<file path="src/rtl/decoder3x8_seq.sv">
// Registered 3-to-8 one-hot decoder with valid/ready handshakes on both sides.
// A scan request walks all eight one-hot codes, each separated by SCAN_GAP idle cycles.
module decoder3x8_seq #(
   parameter int unsigned SCAN_GAP = 2
) (
   input  logic       clk,
   input  logic       rst_n,
   input  logic       in_valid,
   output logic       in_ready,
   input  logic [2:0] in_code,
   input  logic       in_en,
   input  logic       scan_start,
   output logic       out_valid,
   input  logic       out_ready,
   output logic [7:0] out_onehot,
   output logic [2:0] out_code,
   output logic       scan_busy,
   output logic       scan_done
);

   typedef enum logic {
      IDLE = 1'b0,
      SCAN = 1'b1
   } state_t;

   localparam logic [3:0] GAP_LOAD = 4'(SCAN_GAP);

   state_t     state_q, state_d;
   logic       out_valid_q, out_valid_d;
   logic [7:0] out_onehot_q, out_onehot_d;
   logic [2:0] out_code_q, out_code_d;
   logic       out_scan_q, out_scan_d;
   logic [2:0] beat_idx_q, beat_idx_d;
   logic [3:0] gap_cnt_q, gap_cnt_d;
   logic       scan_done_q, scan_done_d;
   logic       in_ready_c;
   logic       out_fire;
   logic [2:0] next_idx;

   function automatic logic [7:0] decode(input logic [2:0] code);
      return 8'h01 << code;
   endfunction

   assign out_fire = out_valid_q & out_ready;
   assign next_idx = 3'(beat_idx_q + 3'd1);

   // out_scan_q marks whether the held beat belongs to the scan, so a beat left
   // over from pass-through mode drains without advancing the scan index.
   always_comb begin
      state_d      = state_q;
      out_valid_d  = out_valid_q;
      out_onehot_d = out_onehot_q;
      out_code_d   = out_code_q;
      out_scan_d   = out_scan_q;
      beat_idx_d   = beat_idx_q;
      gap_cnt_d    = gap_cnt_q;
      scan_done_d  = 1'b0;
      in_ready_c   = 1'b0;

      case (state_q)
         IDLE: begin
            in_ready_c = (!out_valid_q | out_ready) & !scan_start;
            if (scan_start) begin
               state_d    = SCAN;
               beat_idx_d = 3'd0;
               gap_cnt_d  = 4'd0;
               if (out_fire) begin
                  out_valid_d = 1'b0;
               end
            end else if (in_valid && in_ready_c) begin
               out_valid_d  = 1'b1;
               out_code_d   = in_code;
               out_onehot_d = in_en ? decode(in_code) : 8'h00;
               out_scan_d   = 1'b0;
            end else if (out_fire) begin
               out_valid_d = 1'b0;
            end
         end

         SCAN: begin
            if (out_valid_q) begin
               if (out_ready) begin
                  out_valid_d = 1'b0;
                  if (out_scan_q) begin
                     if (beat_idx_q == 3'd7) begin
                        state_d     = IDLE;
                        beat_idx_d  = 3'd0;
                        gap_cnt_d   = 4'd0;
                        out_scan_d  = 1'b0;
                        scan_done_d = 1'b1;
                     end else begin
                        beat_idx_d = next_idx;
                        if (SCAN_GAP == 0) begin
                           out_valid_d  = 1'b1;
                           out_code_d   = next_idx;
                           out_onehot_d = decode(next_idx);
                           out_scan_d   = 1'b1;
                        end else begin
                           gap_cnt_d = GAP_LOAD;
                        end
                     end
                  end
               end
            end else if (gap_cnt_q > 4'd1) begin
               gap_cnt_d = gap_cnt_q - 4'd1;
            end else begin
               // A count of one means this is the last idle cycle, so load now.
               gap_cnt_d    = 4'd0;
               out_valid_d  = 1'b1;
               out_code_d   = beat_idx_q;
               out_onehot_d = decode(beat_idx_q);
               out_scan_d   = 1'b1;
            end
         end

         default: begin
            state_d = IDLE;
         end
      endcase
   end

   always_ff @(posedge clk or negedge rst_n) begin
      if (!rst_n) begin
         state_q      <= IDLE;
         out_valid_q  <= 1'b0;
         out_onehot_q <= 8'h00;
         out_code_q   <= 3'd0;
         out_scan_q   <= 1'b0;
         beat_idx_q   <= 3'd0;
         gap_cnt_q    <= 4'd0;
         scan_done_q  <= 1'b0;
      end else begin
         state_q      <= state_d;
         out_valid_q  <= out_valid_d;
         out_onehot_q <= out_onehot_d;
         out_code_q   <= out_code_d;
         out_scan_q   <= out_scan_d;
         beat_idx_q   <= beat_idx_d;
         gap_cnt_q    <= gap_cnt_d;
         scan_done_q  <= scan_done_d;
      end
   end

   assign in_ready   = rst_n & in_ready_c;
   assign out_valid  = out_valid_q;
   assign out_onehot = out_onehot_q;
   assign out_code   = out_code_q;
   assign scan_busy  = (state_q == SCAN);
   assign scan_done  = scan_done_q;

endmodule

</file>
<file path="config.mk">
export PLATFORM = sky130hd
export DESIGN_NAME = decoder3x8_seq
export DESIGN_NICKNAME = d
export VERILOG_FILES = /design/src/rtl/decoder3x8_seq.sv
export SDC_FILE = /design/constraint.sdc
export NUM_CORES = 1
export LEC_CHECK = 0
export ABC_AREA = 1
export ABC_CLOCK_PERIOD_IN_PS = 1600
export CORE_MARGIN = 2
export CORE_UTILIZATION = 46
export DETAILED_ROUTE_END_ITERATION = 8
export PLACE_DENSITY_LB_ADDON = 0.12
export SETUP_SLACK_MARGIN = 0.5
export SLEW_MARGIN = 20
export SYNTH_ARGS = -nofsm -noshare
export SYNTH_HDL_FRONTEND = slang
export SYNTH_SLANG_ARGS = --single-unit
</file>
<file path="constraint.sdc">
create_clock -name clk -period 1.6 [get_ports clk]
set_clock_uncertainty 0.15 [all_clocks]
set_input_delay 0.4 -clock clk [delete_from_list [all_inputs] [get_ports clk]]
set_output_delay 0.4 -clock clk [all_outputs]
set_load 0.1 [all_outputs]
</file>
# ---- Word-level counts from Yosys, hierarchy flattened
# Index checks and enable logic that the tools add are counted.
dict set report word_totals {
  reg_bits 22
  in_bits 9
  out_inout_bits 15
  wordCells 87
}
dict set report classes {
  addsub 2
  order_cmp 1
  n_eq_ne 12
  shifts 2
  n_mux 50
  bitwise_logic 5
  reduce_logical 7
}
# op n
set ops {}
lappend ops {{$mux 8} 5}
lappend ops {{$mux 3} 9}
lappend ops {{$mux 1} 23}
lappend ops {{$mux 4} 5}
lappend ops {{$pmux 8 s2} 1}
lappend ops {{$shl 1x3->8 const A} 2}
lappend ops {{$ne 2x2->1 const B} 6}
lappend ops {{$pmux 3 s2} 2}
lappend ops {{$reduce_and 4->1} 3}
lappend ops {{$pmux 4 s2} 1}
lappend ops {{$ne 3x3->1 const B} 2}
lappend ops {{$pmux 1 s2} 3}
lappend ops {{$gt 4x1->1 const B} 1}
lappend ops {{$ne 2x1->1 const B} 2}
lappend ops {{$sub 4x1->4 const B} 1}
lappend ops {{$add 3x1->3 const B} 1}
lappend ops {{$and 1x1->1} 3}
lappend ops {{$eq 3x3->1 const B} 1}
lappend ops {{$ne 3x2->1 const B} 1}
lappend ops {{$reduce_and 3->1} 1}
lappend ops {{$logic_not 1->1} 2}
lappend ops {{$mux 2} 1}
lappend ops {{$logic_and 1x1->1} 1}
lappend ops {{$not 1->1} 1}
lappend ops {{$or 1x1->1} 1}

# ---- Depth between registers and ports, before layout
# Gate-level depths: netlist of the first run.
dict set report logic_depth {
  depth_word 7
  depth_mapped 9
  mapped_depth_nobuf 8
}

# ---- Least setup slack after synthesis of the first run
# Ideal clock, no wire load.
dict set report synth_timing {
  kind {register to output}
  startpoint {register state_q (netlist: scan_busy)}
  endpoint {output in_ready}
  arrival_ps 2491
  required_ps 1050
  setup_slack_ps -1441
  stages_incl_launch_ff 5
  n_path_buf 1
  path_cell_list {dfrtp_1 -> buf_6 -> nor2_4 -> nand2_1 -> nor2_1}
}
dict set report synth_between {
  elab_chain_cells 2
}
# element line_no
set synth_rtl {}
lappend synth_rtl {{start: declaration} 28} ;# state_t state_q, state_d;
lappend synth_rtl {{start signal: assignment} 133} ;# state_q <= state_d;
lappend synth_rtl {{$mux 1} 60} ;# case (state_q)
lappend synth_rtl {{$and 1x1->1} 144} ;# assign in_ready = rst_n & in_ready_c;
lappend synth_rtl {{end: declaration} 9} ;# output logic in_ready,
# Every way passes these cells.

# ---- Worst setup path after layout of the first run
dict set report layout_timing {
  startpoint {register state_q (netlist: scan_busy)}
  endpoint {output scan_busy}
}
# element line_no
set layout_lines {}
lappend layout_lines {{end: declaration} 17} ;# output logic scan_busy,
# No word-level cell between the ends.

==> out/qor.txt, run 1 <==
DR vias -> 1425
Die Y -> 57.0 um
Worst path cell trace -> buf_4 > buf_6 > buf_12
R2R depth -> 8
Post-Syn Nets -> 179
Worst path depth -> 3
Vias in the first global route -> 1379
CP peak stage delay -> 0.51 ns
Post-DP HPWL -> 2.24 mm
Critical Path AT -> 1.33 ns
P per Cell Area -> 2320 nW/um^2
RSZ-0062 raised after global routing -> yes
Worst skew pair latency -> 0.33 ns
Synth cell types -> 25
Fin util -> 86.1%
Wire length per cell -> 16.9 um
Tmin final -> 1.88 ns
Least-Margin Pin Slew -> 0.323 ns
Cts hold-fix bufs -> 0
Routed Antenna Nets -> 0
Violations in the final reports -> setup timing
Most frequent cells in the layout -> nand2_1 (41), buf_4 (22), buf_12 (17), dfrtp_4 (14), inv_1 (12)
Max clock buf depth -> 2
Maximum clock rate -> 532 MHz
R2r startpoint -> scan_busy
Setup TNS -> -0.695 ns
Pins Over Slew Limit -> 0
P&R area growth vs syn -> 80.6%
Leak pwr -> 1.08 nW
Yosys Warn Count -> 0
Crit path max-delay cell type -> dfrtp_4
Die Width -> 57.0 um
TritonRoute pass-1 iters -> 4
Crit Path Category -> register to primary output
Initial Util -> 47.7%
Critical path fanouts, max -> 10
Mean area per synthesized cell -> 7.98 um^2
TritonCTS clock tree -> yes
Routability Congestion -> 0.937
Remaining global-route overflow -> 0
Num rows -> 19
Io pins -> 24
H-tree depth -> 1
CP Capture Type -> primary output
WP buf/inv -> 3
Clk sinks -> 22
Most common cell after layout, fill and taps aside -> nand2_1
Tcrit/Tclk final -> 118%
Finish-stage setup viols -> 10
Worst path top cell family by delay -> flip-flops
Clock root buffer -> clkbuf_4
Status -> finished with violations
Cells after synthesis -> 162
Post-Syn Area -> 1290 um^2
Remaining DRCs -> 0
Maximum vdd ir drop -> 2.03 mV
DRT iter0 DRCs -> 94
Setup WS post-layout -> -0.280 ns
Worst-path clk slew -> 0.14 ns
Dpl ws -> -0.353 ns
DR vias/cell -> 5.68
Max cap viols -> 0
Largest net degree at the start of global routing -> 23
Final Hold Vio Count -> 0
Global-route wire length before repair -> 6.11 mm
Port Buffers -> 23
Hold Crit Class -> input port to async pin
Initial antenna violation count -> 0
Overall Power -> 0.00542 W
# diodes -> 0
Sequential area share after synthesis -> 42.6%
Startpoint Class -> register
Die area -> 3250 um^2
Required @ worst endpoint -> 1.05 ns
Final hold slack -> 0.311 ns
R2r setup slk -> -0.02 ns
Worst rel slew slack -> 78.4%
Layout cells sized above 1 -> 52.7%
CTS Buf Count -> 3
Final Net Count -> 238
Std-Cell Core Area -> 2710 um^2
Flops & latches, synth -> 22
WL final -> 4.24 mm
Global Route Usage Sum -> 24.1%
Setup crit start -> scan_busy
==> worst reg2reg max path, delay by kind of cell, from the launching register on <==
kind                   cells  cell delay, ns
AOI/OAI and AO/OA          1            0.14
buffers and inverters      4            0.50
DFF                        1            0.45
and+or+nand+nor            3            0.28
==> final cells by class <==
class                      count  area, um^2
multi-input combinational    115         830
timing repair buffer          59         738
sequential                    22         604
fill                         141         375
inverter                      20        87.6
tap                           31        38.8
clock buffer                   4        36.3
==> sequential cells by signal, summed over array words and instances, names as in the netlist <==
register	flops
scan_done	1
beat_idx_q	3
out_valid	1
out_scan_q	1
out_code	3
gap_cnt_q	4
scan_busy	1
out_onehot	8
==> power by group <==
group	internal [W]	switching, W
clock network	0.000139	0.000194
registers	0.000861	0.000251
logic	0.00170	0.00227
==> Yosys cell counts <==
cell	number	area share (%)
a21oi_1	3	1.2
a22oi_1	1	0.58
a31oi_1	1	0.48
buf_2	2	0.77
buf_4	1	0.58
buf_6	2	1.7
dfrtp_1	22	43
ha_1	8	7.7
inv_1	15	4.4
inv_2	4	1.2
inv_4	1	0.48
nand2_1	48	14
nand2_2	1	0.48
nand3_1	16	6.2
nand4_1	2	0.97
nor2_1	9	2.6
nor2_2	1	0.48
nor2_4	2	1.7
nor3_1	1	0.39
o211ai_2	1	0.97
o211ai_4	1	1.6
o21ai_0	5	1.9
o21ai_1	5	1.9
o22ai_1	9	4.4
xor2_1	1	0.68
==> metal layers <==
layer	share of wire [%]	track usage [%]	vias up
met1	39	27.9	689
met2	51	43.0	76
met4	3.5	12.0	0
li1	-	-	643
met3	6.2	3.85	17
met5	0	0	-
==> per-stage QoR <==
step | instance area [um^2] | std cells
after floorplan | 1420 | 162
after global placement | 1870 | 220
after detailed placement | 1870 | 220
after CTS | 2210 | 244
after global routing | 2330 | 251
final | 2330 | 251
==> cells by family (layout without fill, tap and decap cells) <==
kind of cell               after synthesis  after routing  share of synthesized area [%]
AOI/OAI and AO/OA                       26             26                           13.1
xor gates and xnor gates                 1              1                          0.678
adders and majority gates                8              8                           7.74
buffers and inverters                   25             83                           9.10
DFF                                     22             22                           42.6
and+or+nand+nor                         80             80                           26.8
==> final timing paths <==
kind | to
max reg2reg | out_onehot[4]
min reg2reg | out_onehot[4]
max in group asynchronous | out_onehot[1]
max | scan_busy
min | out_onehot[2]
min in group clk | out_onehot[4]
==> repair_timing <==
item | 4_1_cts | 5_1_grt
setup endpoints to repair | 37 | 37
setup buffers | 19 | 7
cloned | 1 | 0
pin swaps | 12 | 14
resized for setup | 35 | 17
Power figures use the tool's default switching activity.
==> run 2: changes to the inputs <==
--- a/config.mk
+++ b/config.mk
@@ -11,7 +11,6 @@
 export CORE_UTILIZATION = 46
 export DETAILED_ROUTE_END_ITERATION = 8
 export PLACE_DENSITY_LB_ADDON = 0.12
-export SETUP_SLACK_MARGIN = 0.5
 export SLEW_MARGIN = 20
 export SYNTH_ARGS = -nofsm -noshare
 export SYNTH_HDL_FRONTEND = slang
==> run 2 against run 1 <==
The flow still finishes with violations (setup timing). First-iteration DRC count down 79%. Sequential share of layout area increased by 2.9 points. Critical path depth is 1 higher.
==> out/qor.txt, run 2 (same netlist as run 1, synthesis figures left out) <==
Pins Over Slew Limit -> 0
CP Capture Type -> primary output
Io pins -> 24
Finish-stage setup viols -> 3
Setup WS post-layout -> -0.213 ns
Maximum vdd ir drop -> 2.10 mV
Post-route design area -> 1940 um^2
Routed Antenna Nets -> 0
RSZ-0062 raised after global routing -> yes
Initial Util -> 47.7%
Die area -> 3250 um^2
Critical Path AT -> 1.26 ns
Global Route Usage Sum -> 21.3%
Final hold slack -> 0.133 ns
Final Hold Vio Count -> 0
Largest net degree at the start of global routing -> 23
Post-DP HPWL -> 2.33 mm
Most common cell after layout, fill and taps aside -> nand2_1
Leak pwr -> 0.956 nW
WL final -> 3.18 mm
TritonCTS clock tree -> yes
Tcrit/Tclk final -> 113%
CTS Buf Count -> 3
Max clock buf depth -> 2
Layout cells sized above 1 -> 30.5%
Tmin final -> 1.81 ns
Least-Margin Pin Slew -> 0.317 ns
Clk sinks -> 22
Violations in the final reports -> setup timing
Remaining global-route overflow -> 0
Die Y -> 57.0 um
Most frequent cells in the layout -> nand2_1 (45), dfrtp_1 (20), nand3_1 (16), buf_4 (16), buf_12 (15)
Required @ worst endpoint -> 1.05 ns
DR vias -> 1231
Wire length per cell -> 13.6 um
Worst skew pair latency -> 0.30 ns
Critical path fanouts, max -> 2
Global-route wire length before repair -> 5.46 mm
DRT iter0 DRCs -> 20
Max reg flops -> 8
Final Net Count -> 221
Maximum clock rate -> 552 MHz
# diodes -> 0
Hold Crit Class -> input port to async pin
H-tree depth -> 1
Vias in the first global route -> 1282
Remaining DRCs -> 0
Max cap viols -> 0
Clock root buffer -> clkbuf_4
Initial antenna violation count -> 0
Num rows -> 19
P&R area growth vs syn -> 50.1%
P per Cell Area -> 2300 nW/um^2
TritonRoute pass-1 iters -> 5
Die Width -> 57.0 um
Startpoint Class -> register
Worst-path clk slew -> 0.13 ns
Routability Congestion -> 0.862
DR vias/cell -> 5.26
Port Buffers -> 23
Worst rel slew slack -> 78.8%
Post-DP Area -> 1790 um^2
Crit Path Category -> register to primary output
Status -> finished with violations
Std-Cell Core Area -> 2710 um^2
Cts hold-fix bufs -> 0
-- run 2: cell count changes in the layout (fill, tap and decap cells not counted), sizes merged --
cell    previous run  this run
bufinv             0         1
buf               51        34
clkbuf             4         3
-- run 2: final timing paths --
check | from | to | slack, ns | cells after the start
max in group asynchronous | rst_n | scan_busy | 0.91 | 2
worst max-delay path | scan_busy | in_ready | -0.21 | 4
min in group clk | gap_cnt_q[0] | gap_cnt_q[0] | 0.44 | 1
worst max register to register | scan_busy | gap_cnt_q[3] | 0.11 | 9
worst min register to register | gap_cnt_q[0] | gap_cnt_q[0] | 0.44 | 1
worst min-delay path | rst_n | out_code[1] | 0.13 | 2
-- run 2: final cells by class --
| class | instances | area [um^2] |
|---|---|---|
| timing repair buffer | 42 | 532 |
| inverter | 20 | 77.6 |
| clock buffer | 3 | 22.5 |
| fill | 215 | 769 |
| multi-input combinational | 115 | 682 |
| sequential | 22 | 558 |
| tap | 31 | 38.8 |
| clock inverter | 1 | 30.0 |
-- run 2: power breakdown --
part           internal [W]  switching, W
sequential         0.000790      0.000217
combinational       0.00116       0.00187
clock              0.000253      0.000172
total               0.00220       0.00226
-- run 2: stage by stage --
step	utilization, %	worst slack (ns)	power, W	std cells	TNS (ns)
after floorplan	-	-0.452	0.00287	162	-0.452
after global placement	66.2	-0.306	0.00374	225	-3.79
after detailed placement	66.2	-0.343	0.00380	225	-4.47
after CTS	68.6	-0.223	0.00426	230	-0.416
after global routing	71.6	-0.284	0.00476	234	-0.507
final	71.6	-0.213	0.00446	234	-0.379
-- run 2: repair_timing --
action	CTS	global route
pin swaps	1	1
setup buffers	1	3
gates cloned	0	1
setup endpoints to repair	2	19
resized for setup	4	16
-- run 2: critical path, cell delays in order, from the launching register on --
cell and delay, ns:
dfrtp_4 0.51, nor2_4 0.10, nand2_2 0.07, nor2_4 0.10, buf_12 0.18
-- run 2: metal layers --
metal | up-vias | wire, um | global-route usage [%]
li1 | 611 | - | -
met1 | 581 | 1350 | 26.3
met2 | 33 | 1650 | 36.6
met3 | 6 | 148 | 3.17
met4 | 0 | 35 | 9.63
met5 | - | 0 | 0
==> run 3: changes to the inputs <==
--- a/config.mk
+++ b/config.mk
@@ -11,7 +11,8 @@
 export CORE_UTILIZATION = 46
 export DETAILED_ROUTE_END_ITERATION = 8
 export PLACE_DENSITY_LB_ADDON = 0.12
-export SLEW_MARGIN = 20
+export RECOVER_POWER = 100
+export SLEW_MARGIN = 5
 export SYNTH_ARGS = -nofsm -noshare
 export SYNTH_HDL_FRONTEND = slang
 export SYNTH_SLANG_ARGS = --single-unit
==> run 3 against run 2 <==
The run still ends with setup timing left. Sequential power down 6%. Count of clock-buffer cells in the layout unchanged. Cell area decreased by 8.4%. Flip-flop and latch count unchanged. Critical path type unchanged.
==> out/qor.txt, run 3 (same netlist as run 1, synthesis figures left out) <==
Crit Path Category -> register to primary output
Switching Share -> 53.3%
Startpoint Class -> register
Worst rel slew slack -> 79.1%
DR vias/cell -> 5.32
Maximum clock rate -> 551 MHz
P&R area growth vs syn -> 37.5%
CTS Buf Count -> 3
Most common cell after layout, fill and taps aside -> nand2_1
Worst-path clk slew -> 0.12 ns
Initial Util -> 47.7%
Seq pwr share -> 23.3%
Clk sinks -> 22
Clock root buffer -> clkbuf_4
Max clock buf depth -> 2
Routability Congestion -> 0.862
Max reg flops -> 8
Tcrit/Tclk final -> 113%
Setup WS post-layout -> -0.215 ns
Overall Power -> 0.00409 W
Finish-stage setup viols -> 3
Internal cell power -> 0.00191 W
Global Route Usage Sum -> 21.3%
Violations in the final reports -> setup timing
Routed Antenna Nets -> 0
Num rows -> 19
Die area -> 3250 um^2
Remaining global-route overflow -> 0
Largest net degree at the start of global routing -> 23
Psw -> 0.00218 W
Tmin final -> 1.82 ns
Critical Path AT -> 1.27 ns
TritonCTS clock tree -> yes
Post-route design area -> 1780 um^2
Final Hold Vio Count -> 0
Status -> finished with violations
Wire length per cell -> 13.7 um
Io pins -> 24
H-tree depth -> 1
Fillers -> 232
Std-Cell Core Area -> 2710 um^2
Layout cells sized above 1 -> 29.6%
Worst skew pair latency -> 0.31 ns
RSZ-0062 raised after global routing -> yes
Fin util -> 65.6%
Die Width -> 57.0 um
Clock Power Share -> 10.4%
Least-Margin Pin Slew -> 0.314 ns
Final Net Count -> 221
WL final -> 3.21 mm
Die Y -> 57.0 um
# diodes -> 0
Required @ worst endpoint -> 1.05 ns
Vias in the first global route -> 1282
Critical path fanouts, max -> 2
DR vias -> 1246
Max cap viols -> 0
Leak pwr -> 0.915 nW
P per Cell Area -> 2300 nW/um^2
Maximum vdd ir drop -> 1.81 mV
TritonRoute pass-1 iters -> 5
Final hold slack -> 0.131 ns
Comb pwr share -> 66.3%
Port Buffers -> 23
DRT iter0 DRCs -> 26
Pins Over Slew Limit -> 0
Post-DP HPWL -> 2.33 mm
Remaining DRCs -> 0
Initial antenna violation count -> 0
Most frequent cells in the layout -> nand2_1 (46), buf_4 (26), dfrtp_1 (20), nand3_1 (16), inv_1 (13)
Hold Crit Class -> input port to async pin
Post-DP Area -> 1790 um^2
Global-route wire length before repair -> 5.46 mm
CP Capture Type -> primary output
run 3: per-layer routing:
layer,part of all wire (%),track usage [%],up-vias
met1,44,26.3,586
met3,4.9,3.17,8
met2,50,36.6,41
li1,-,-,611
met4,1.5,9.63,0
met5,0,0,-
run 3: power by group through the flow:
stage	clock [W]	sequential (W)	combinational, W
floorplan	0	0.00183	0.00104
global placement	0	0.00102	0.00272
detailed placement	0	0.00103	0.00276
CTS	0.000437	0.00100	0.00282
global route	0.000448	0.000983	0.00296
finish	0.000427	0.000952	0.00271
run 3: area by class of cell:
cell class | instances | area, um^2 | share of cell area, %
multi-input combinational | 115 | 671 | 37.7
sequential | 22 | 558 | 31.4
timing repair buffer | 42 | 379 | 21.3
inverter | 20 | 77.6 | 4.37
tap | 31 | 38.8 | 2.18
clock inverter | 1 | 30.0 | 1.69
clock buffer | 3 | 22.5 | 1.27
run 3: path summary, 6_finish.rpt:
check / start / endpoint / slack [ns] / cells after the start
min: rst_n / out_code[0] / 0.13 / 2
min in group clk: out_onehot[3] / out_onehot[3] / 0.38 / 2
max reg2reg: beat_idx_q[0] / beat_idx_q[0] / 0.05 / 6
max: scan_busy / in_ready / -0.22 / 4
max in group asynchronous: rst_n / scan_busy / 0.92 / 2
min reg2reg: out_onehot[3] / out_onehot[3] / 0.38 / 2
run 3: metrics by stage:
step / worst slack (ns) / instances / setup TNS [ns]
6_report: -0.215 / 234 / -0.386
5_1_grt: -0.284 / 234 / -0.850
4_1_cts: -0.223 / 230 / -0.416
3_5_place_dp: -0.343 / 225 / -4.47
3_3_place_gp: -0.306 / 225 / -3.79
2_1_floorplan: -0.452 / 162 / -0.452
run 3: critical path, cell delays in order, from the launching register on:
cell     delay [ns]
dfrtp_4        0.51
nor2_4         0.10
nand2_2        0.07
nor2_4         0.10
buf_12         0.18
run 3: repair_timing:
action	CTS	global route
pin swaps	1	1
gates cloned	0	1
resized for setup	4	16
endpoints found under the setup margin	2	19
buffers inserted	1	3
hold buffers	0	0
